## src/rtl/memfifo_pkg.sv

```systemverilog
// rtl/memfifo_pkg.sv - shared state type, widths and header helper for the memfifo packet reader
package memfifo_pkg;

  localparam int          WORD_W          = 64;
  localparam int          CNT_W           = 17;
  localparam logic [15:0] HDR_TAG_DEFAULT = 16'hA5A5;

  typedef enum logic [1:0] {
    S_IDLE,
    S_HEADER,
    S_XFER,
    S_DONE
  } state_e;

  // Header word layout: tag in the top 16 bits, packet count in the bottom 16
  function automatic logic [WORD_W-1:0] hdr_word(input logic [15:0] tag, input logic [15:0] pckts);
    return {tag, 32'h0, pckts};
  endfunction

endpackage

```

## src/rtl/memfifo_out_stage.sv

```systemverilog
// rtl/memfifo_out_stage.sv - output register slice holding data, valid, SOP and EOP under backpressure
module memfifo_out_stage
  import memfifo_pkg::*;
(
  input  logic              clk_i,
  input  logic              rst_ni,
  input  logic              ld_i,
  input  logic [WORD_W-1:0] ld_data_i,
  input  logic              ld_sop_i,
  input  logic              ld_eop_i,
  input  logic              abort_i,
  input  logic              ready_i,
  output logic [WORD_W-1:0] data_o,
  output logic              valid_o,
  output logic              sop_o,
  output logic              eop_o
);

  // Load a new word, drop valid on abort or acceptance, otherwise hold everything
  always_ff @(posedge clk_i or negedge rst_ni) begin
    if (!rst_ni) begin
      data_o  <= '0;
      valid_o <= 1'b0;
      sop_o   <= 1'b0;
      eop_o   <= 1'b0;
    end else if (abort_i) begin
      valid_o <= 1'b0;
      sop_o   <= 1'b0;
      eop_o   <= 1'b0;
    end else if (ld_i) begin
      data_o  <= ld_data_i;
      valid_o <= 1'b1;
      sop_o   <= ld_sop_i;
      eop_o   <= ld_eop_i;
    end else if (valid_o && ready_i) begin
      valid_o <= 1'b0;
      sop_o   <= 1'b0;
      eop_o   <= 1'b0;
    end
  end

endmodule

```

## src/rtl/memfifo_pckt_reader.sv

```systemverilog
// rtl/memfifo_pckt_reader.sv - block reader from memfifo to packet stream; optional timeout via MEMFIFO_TIMEOUT_EN
module memfifo_pckt_reader
  import memfifo_pkg::*;
#(
  parameter logic [15:0] HDR_TAG        = HDR_TAG_DEFAULT,
  parameter int          TIMEOUT_CYCLES = 1024
) (
  input  logic              CLK,
  input  logic              RESET_N,
  input  logic              MEMFIFO_DATA_READY,
  input  logic [15:0]       MEMFIFO_DATA_PCKTS,
  input  logic [WORD_W-1:0] MEMFIFO_DATA,
  input  logic              MEMFIFO_EMPTY,
  output logic              MEMFIFO_RE,
  output logic [WORD_W-1:0] PCKT_DATA,
  output logic              PCKT_VALID,
  input  logic              PCKT_READY,
  output logic              PCKT_SOP,
  output logic              PCKT_EOP,
  output logic              BUSY,
  output logic              BLOCK_DONE,
  output logic              TIMEOUT_ERR
);

  logic [1:0]        rst_sync_q;
  logic              rst_n;
  state_e            state_q;
  logic [CNT_W-1:0]  cnt_q;
  logic              accept;
  logic              start;
  logic              pop;
  logic              timeout_hit;
  logic              ld;
  logic [WORD_W-1:0] ld_data;
  logic              ld_sop;
  logic              ld_eop;

  // Reset asserts immediately and releases two clocks after RESET_N rises
  always_ff @(posedge CLK or negedge RESET_N) begin
    if (!RESET_N) rst_sync_q <= 2'b00;
    else          rst_sync_q <= {rst_sync_q[0], 1'b1};
  end
  assign rst_n = rst_sync_q[1];

  assign accept = PCKT_VALID && PCKT_READY;
  assign start  = (state_q == S_IDLE) && MEMFIFO_DATA_READY;
  // Popping is allowed while the header is being accepted so data follows it back-to-back
  assign pop    = ((state_q == S_HEADER) || (state_q == S_XFER)) && !MEMFIFO_EMPTY &&
                  (!PCKT_VALID || PCKT_READY) && (cnt_q != '0);

  assign MEMFIFO_RE = pop;
  assign BUSY       = (state_q != S_IDLE);
  assign BLOCK_DONE = accept && PCKT_EOP;

  // Output slice loads the header on block start, otherwise the FIFO head on each pop
  always_comb begin
    ld     = start || pop;
    ld_sop = start;
    if (start) begin
      ld_data = hdr_word(HDR_TAG, MEMFIFO_DATA_PCKTS);
      ld_eop  = (MEMFIFO_DATA_PCKTS == 16'd0);
    end else begin
      ld_data = MEMFIFO_DATA;
      ld_eop  = (cnt_q == CNT_W'(1));
    end
  end

  // Block sequencing and remaining-word counter
  always_ff @(posedge CLK or negedge rst_n) begin
    if (!rst_n) begin
      state_q <= S_IDLE;
      cnt_q   <= '0;
    end else begin
      if (pop) cnt_q <= cnt_q - CNT_W'(1);
      case (state_q)
        S_IDLE: begin
          if (MEMFIFO_DATA_READY) begin
            state_q <= S_HEADER;
            cnt_q   <= {MEMFIFO_DATA_PCKTS, 1'b0};
          end
        end
        S_HEADER: if (accept) state_q <= PCKT_EOP ? S_DONE : S_XFER;
        S_XFER:   if (timeout_hit || (accept && PCKT_EOP)) state_q <= S_DONE;
        S_DONE:   if (!MEMFIFO_DATA_READY) state_q <= S_IDLE;
        default:  state_q <= S_IDLE;
      endcase
    end
  end

`ifdef MEMFIFO_TIMEOUT_EN
  localparam int TMO_W = $clog2(TIMEOUT_CYCLES + 1);
  logic [TMO_W-1:0] tmo_q;
  logic             err_q;

  assign timeout_hit = (state_q == S_XFER) && MEMFIFO_EMPTY && (cnt_q != '0) &&
                       (tmo_q == TMO_W'(TIMEOUT_CYCLES - 1));

  // Count consecutive empty cycles in XFER; sticky error cleared when a new block starts
  always_ff @(posedge CLK or negedge rst_n) begin
    if (!rst_n) begin
      tmo_q <= '0;
      err_q <= 1'b0;
    end else begin
      if ((state_q != S_XFER) || pop) tmo_q <= '0;
      else if (MEMFIFO_EMPTY && (cnt_q != '0)) tmo_q <= tmo_q + TMO_W'(1);
      if (start)            err_q <= 1'b0;
      else if (timeout_hit) err_q <= 1'b1;
    end
  end
  assign TIMEOUT_ERR = err_q;
`else
  assign timeout_hit = 1'b0;
  // Constant 0: without the timeout feature XFER waits indefinitely
  assign TIMEOUT_ERR = (TIMEOUT_CYCLES < 0);
`endif

  memfifo_out_stage u_out_stage (
    .clk_i     (CLK),
    .rst_ni    (rst_n),
    .ld_i      (ld),
    .ld_data_i (ld_data),
    .ld_sop_i  (ld_sop),
    .ld_eop_i  (ld_eop),
    .abort_i   (timeout_hit),
    .ready_i   (PCKT_READY),
    .data_o    (PCKT_DATA),
    .valid_o   (PCKT_VALID),
    .sop_o     (PCKT_SOP),
    .eop_o     (PCKT_EOP)
  );

endmodule
```

## config.mk

```make
export PLATFORM = sky130hd
export DESIGN_NAME = memfifo_pckt_reader
export DESIGN_NICKNAME = d
export VERILOG_FILES = /design/src/rtl/memfifo_pkg.sv /design/src/rtl/memfifo_out_stage.sv /design/src/rtl/memfifo_pckt_reader.sv
export SDC_FILE = /design/constraint.sdc
export NUM_CORES = 1
export LEC_CHECK = 0
export ABC_AREA = 1
export CAP_MARGIN = 20
export CORE_ASPECT_RATIO = 0.8
export CORE_MARGIN = 2
export CORE_UTILIZATION = 35
export DETAILED_ROUTE_END_ITERATION = 8
export GPL_TIMING_DRIVEN = 0
export PLACE_DENSITY = 0.62
export SLEW_MARGIN = 20
export SYNTH_ARGS = -nofsm -noshare
export SYNTH_HDL_FRONTEND = slang
export SYNTH_SLANG_ARGS = --single-unit
export TNS_END_PERCENT = 1
```

## constraint.sdc

```tcl
create_clock -name CLK -period 6.1 [get_ports CLK]
set_input_delay 1.22 -clock CLK [delete_from_list [all_inputs] [get_ports CLK]]
set_output_delay 1.22 -clock CLK [all_outputs]
set_load 0.05 [all_outputs]
```

==> flow_metrics.py, run 1 <==
metrics = {
    "finish": {
        "num_antenna_cells": 0,
        "synthToLayoutAreaGrowth_pct": 47.8,
        "nFillCells": 1139,
        "ff_latch_area_um2": 2210,
        "fin_nets": 826,
        "multi_input_area_um2": 1850,
        "drive_above_1_share_pct": 5.95,
    },
    "synthesis": {
        "ys_seq_area_share_pct": 51.9,
        "synth_edf_count": 0,
        "netlist_top_cells_count": "nand2_1, dfrtp_1, nor2_1",
        "synth_top_area_share_pct": 51.9,
        "synth_fp_nets": 660,
        "synth_most_common_cell": "nand2_1",
        "synth_area_leaders": "dfrtp_1, nand2_1, nor2_1",
        "synth_cell_type_count": 31,
        "ys_ff_latch": 88,
        "yosys.area.top_type": "dfrtp_1",
        "synth-main-ff-cell": "dfrtp_1",
        "synth_warnings": 0,
        "syn_avg_cell_area_um2": 7.46,
        "netlist_area_um2": 4250,
        "synth_async_sr_flop_share_pct": 100,
        "synth_cells": 569,
    },
    "placement": {
        "hpwl_mm": 9.50,
        "pre_cts_ws_ps": 1230,
        "place_congestion": 0.889,
        "io_buffers": 154,
    },
    "global_routing": {
        "grt_pass1_wl_mm": 19.9,
        "antenna_found_initial": 0,
        "grt-ovfl-total": 0,
        "grt_pass1_vias": 3925,
        "track_usage_pct": 19.5,
        "grt_start_max_net_pins": 51,
    },
    "critical_path": {
        "cp-start-kind": "primary input",
        "cpMostUsedCell": "clkdlybuf4s50_1",
        "end_kind": "primary output",
        "cp.required_ps": 4880,
        "path_cells": "clkdlybuf4s50_1 -> o21ai_1 -> nor2_1 -> nand2_4 -> inv_1 -> buf_2 -> clkdlybuf4s50_1",
        "critPathMaxFanout": 10,
        "critPathMaxStageDelay_ps": 840,
        "critical_path_arrival_ps": 3650,
        "path_class": "in -> out",
        "crit_slowest_cell": "clkdlybuf4s50_1",
    },
    "detailed_routing": {
        "ant_nets": 0,
        "vias_per_cell": 4.60,
        "routedWlPerCell_um": 13.9,
        "drt-total-wl_mm": 12.3,
        "drtIter0Drc": 188,
        "firstDrtPassIters": 5,
        "route.vias.total": 4076,
        "remaining_drc_errors": 0,
    },
    "timing": {
        "setup_ws_ps": 1230,
        "fmax_ghz": 0.205,
        "final.min_clock_period_ps": 4870,
        "slew_violations": 0,
        "fin_setup_tns_ps": 0,
        "slew-limit-headroom_pct": 59.5,
        "fin_crit_sh_pct": 79.8,
        "rsz0062_at_grt": "no",
        "hold_viol": 0,
        "worst_pin_slew_ps": 606,
        "setup_violations": 0,
        "skew_ps": 7.15,
    },
    "clock_network": {
        "clkTransAtPathRegs_ps": 70,
        "clock-sinks": 88,
        "cts_tree": "yes",
        "clock_latency_ps": 340,
        "cts_buffer_depth": 2,
        "cts_setup_buffers": 0,
        "cts.repair.resized": 0,
        "cts_max_level": 3,
        "ctsHoldBuffers": 0,
        "cts_buffers": 9,
        "cts_root_buf": "clkbuf_16",
    },
    "power": {
        "p_leak_nw": 3.17,
        "power_w": 0.00363,
        "ir_drop_uv": 228,
        "powerDensity_nw_per_um2": 578,
    },
    "die": {
        "die_height_um": 103,
        "core_area_um2": 11700,
        "io_pins": 156,
        "floorplan.die_area_um2": 13000,
        "rows": 35,
        "floorplan.initialDensity_pct": 36.3,
        "die_w_um": 127,
    },
    "min_path": {
        "hp-class": "reg -> async",
    },
    "outcome": {
        "status": "finished clean",
    },
    "run": {
        "cap_viol_max_count": 0,
    },
}
-- per-stage QoR --
stage | cells | instance area, um^2 | utilization (%) | hold WS [ps]
2_1_floorplan | 569 | 4250 | - | 331
3_3_place_gp | 871 | 5970 | 51.1 | 337
3_5_place_dp | 872 | 6000 | 51.3 | 332
4_1_cts | 887 | 6270 | 53.7 | 328
5_1_grt | 887 | 6270 | 53.7 | 352
6_report | 887 | 6270 | 53.7 | 314
-- power breakdown --
group          internal (W)  switching, W  leakage [nW]
sequential         0.000832      0.000174          1.10
combinational      0.000688       0.00142          1.95
clock              0.000276      0.000235         0.124
total               0.00180       0.00183          3.17
-- final cells by class --
class                      instances  share of cell area (%)
sequential                        88                    35.2
multi-input combinational        440                    29.5
timing repair buffer             155                    25.0
clock buffer                       9                    3.59
tap                              148                    2.95
buffer                            19                    1.78
inverter                          22                    1.34
clock inverter                     6                   0.718
-- critical path: cells and delay by family --
family          cells  cell delay (ps)
compound gates      1               80
buf+inv             4             1700
simple gates        2              640
-- layout by cell type, fill, tap and decap left out, types with 3 or more instances in the layout --
cell             count
nand2_1            327
clkdlybuf4s50_1    154
dfrtp_1             87
nor2_1              57
inv_1               19
buf_2               11
nand3_1              9
clkbuf_16            9
o21ai_0              6
ha_1                 6
nand3b_1             5
clkbuf_1             4
a21oi_1              4
nor2_2               3
buf_6                3
clkinvlp_4           3
-- registers in the layout, summed over array words and instances, names as in the netlist --
name,count
u_out_stage.eop_o,1
u_out_stage.sop_o,1
u_out_stage.valid_o,1
cnt_q,17
rst_sync_q,2
state_q,2
u_out_stage.data_o,64
-- worst paths after layout --
kind	start	end	slack [ps]	cells after the start
max reg2reg	state_q[1]	u_out_stage.data_o[38]	3740	9
min in group CLK	rst_sync_q[0]	rst_sync_q[1]	350	0
min	rst_sync_q[1]	u_out_stage.data_o[21]	310	0
min reg2reg	rst_sync_q[1]	u_out_stage.data_o[21]	310	0
max	PCKT_READY	MEMFIFO_RE	1230	7
max in group asynchronous	RESET_N	rst_sync_q[1]	4920	1
-- metal layers --
metal,track usage (%),wire (um)
met1,28.2,5990
met2,29.0,5220
met3,5.55,976
met4,4.82,166
met5,0,0
-- cell families (layout without fill, tap and decap cells) --
group	Yosys count	in the layout	share of synthesized area, %
buffers and inverters	41	211	4.60
multiplexers	1	1	0.236
XOR/XNOR	4	4	0.825
AO/OA/AOI/OAI	14	14	1.74
AND/OR/NAND/NOR	413	413	38.8
flip-flops	88	88	51.9
adder cells (fa/ha/maj)	6	6	1.77
other	2	2	0.177
Power figures use the tool's default switching activity.
==> inputs of run 2 (changes only) <==
==> constraint.sdc (replaced) <==
create_clock -name CLK -period 4.6 [get_ports CLK]
set_input_delay 0.92 -clock CLK [delete_from_list [all_inputs] [get_ports CLK]]
set_output_delay 0.92 -clock CLK [all_outputs]
set_load 0.05 [all_outputs]
==> results of run 2 <==
Same layout as run 1 (identical final DEF). Status: finished clean.
Among the figures that moved: setup slack after placement 1230 ps -> 334 ps; setup slack after layout 1230 ps -> 331 ps; register-to-register setup slack 3740 ps -> 2240 ps; total power 0.00363 W -> 0.00481 W; worst IR drop on VDD 228 uV -> 302 uV
==> inputs of run 3 (changes only) <==
==> constraint.sdc (replaced) <==
create_clock -name CLK -period 4.8 [get_ports CLK]
set_input_delay 0.96 -clock CLK [delete_from_list [all_inputs] [get_ports CLK]]
set_output_delay 0.96 -clock CLK [all_outputs]
set_load 0.05 [all_outputs]
==> results of run 3 <==
Same layout as run 1 (identical final DEF). Status: finished clean.
Among the figures that moved: setup slack after placement 1230 ps -> 454 ps; setup slack after layout 1230 ps -> 451 ps; register-to-register setup slack 3740 ps -> 2440 ps; total power 0.00363 W -> 0.00461 W; worst IR drop on VDD 228 uV -> 290 uV
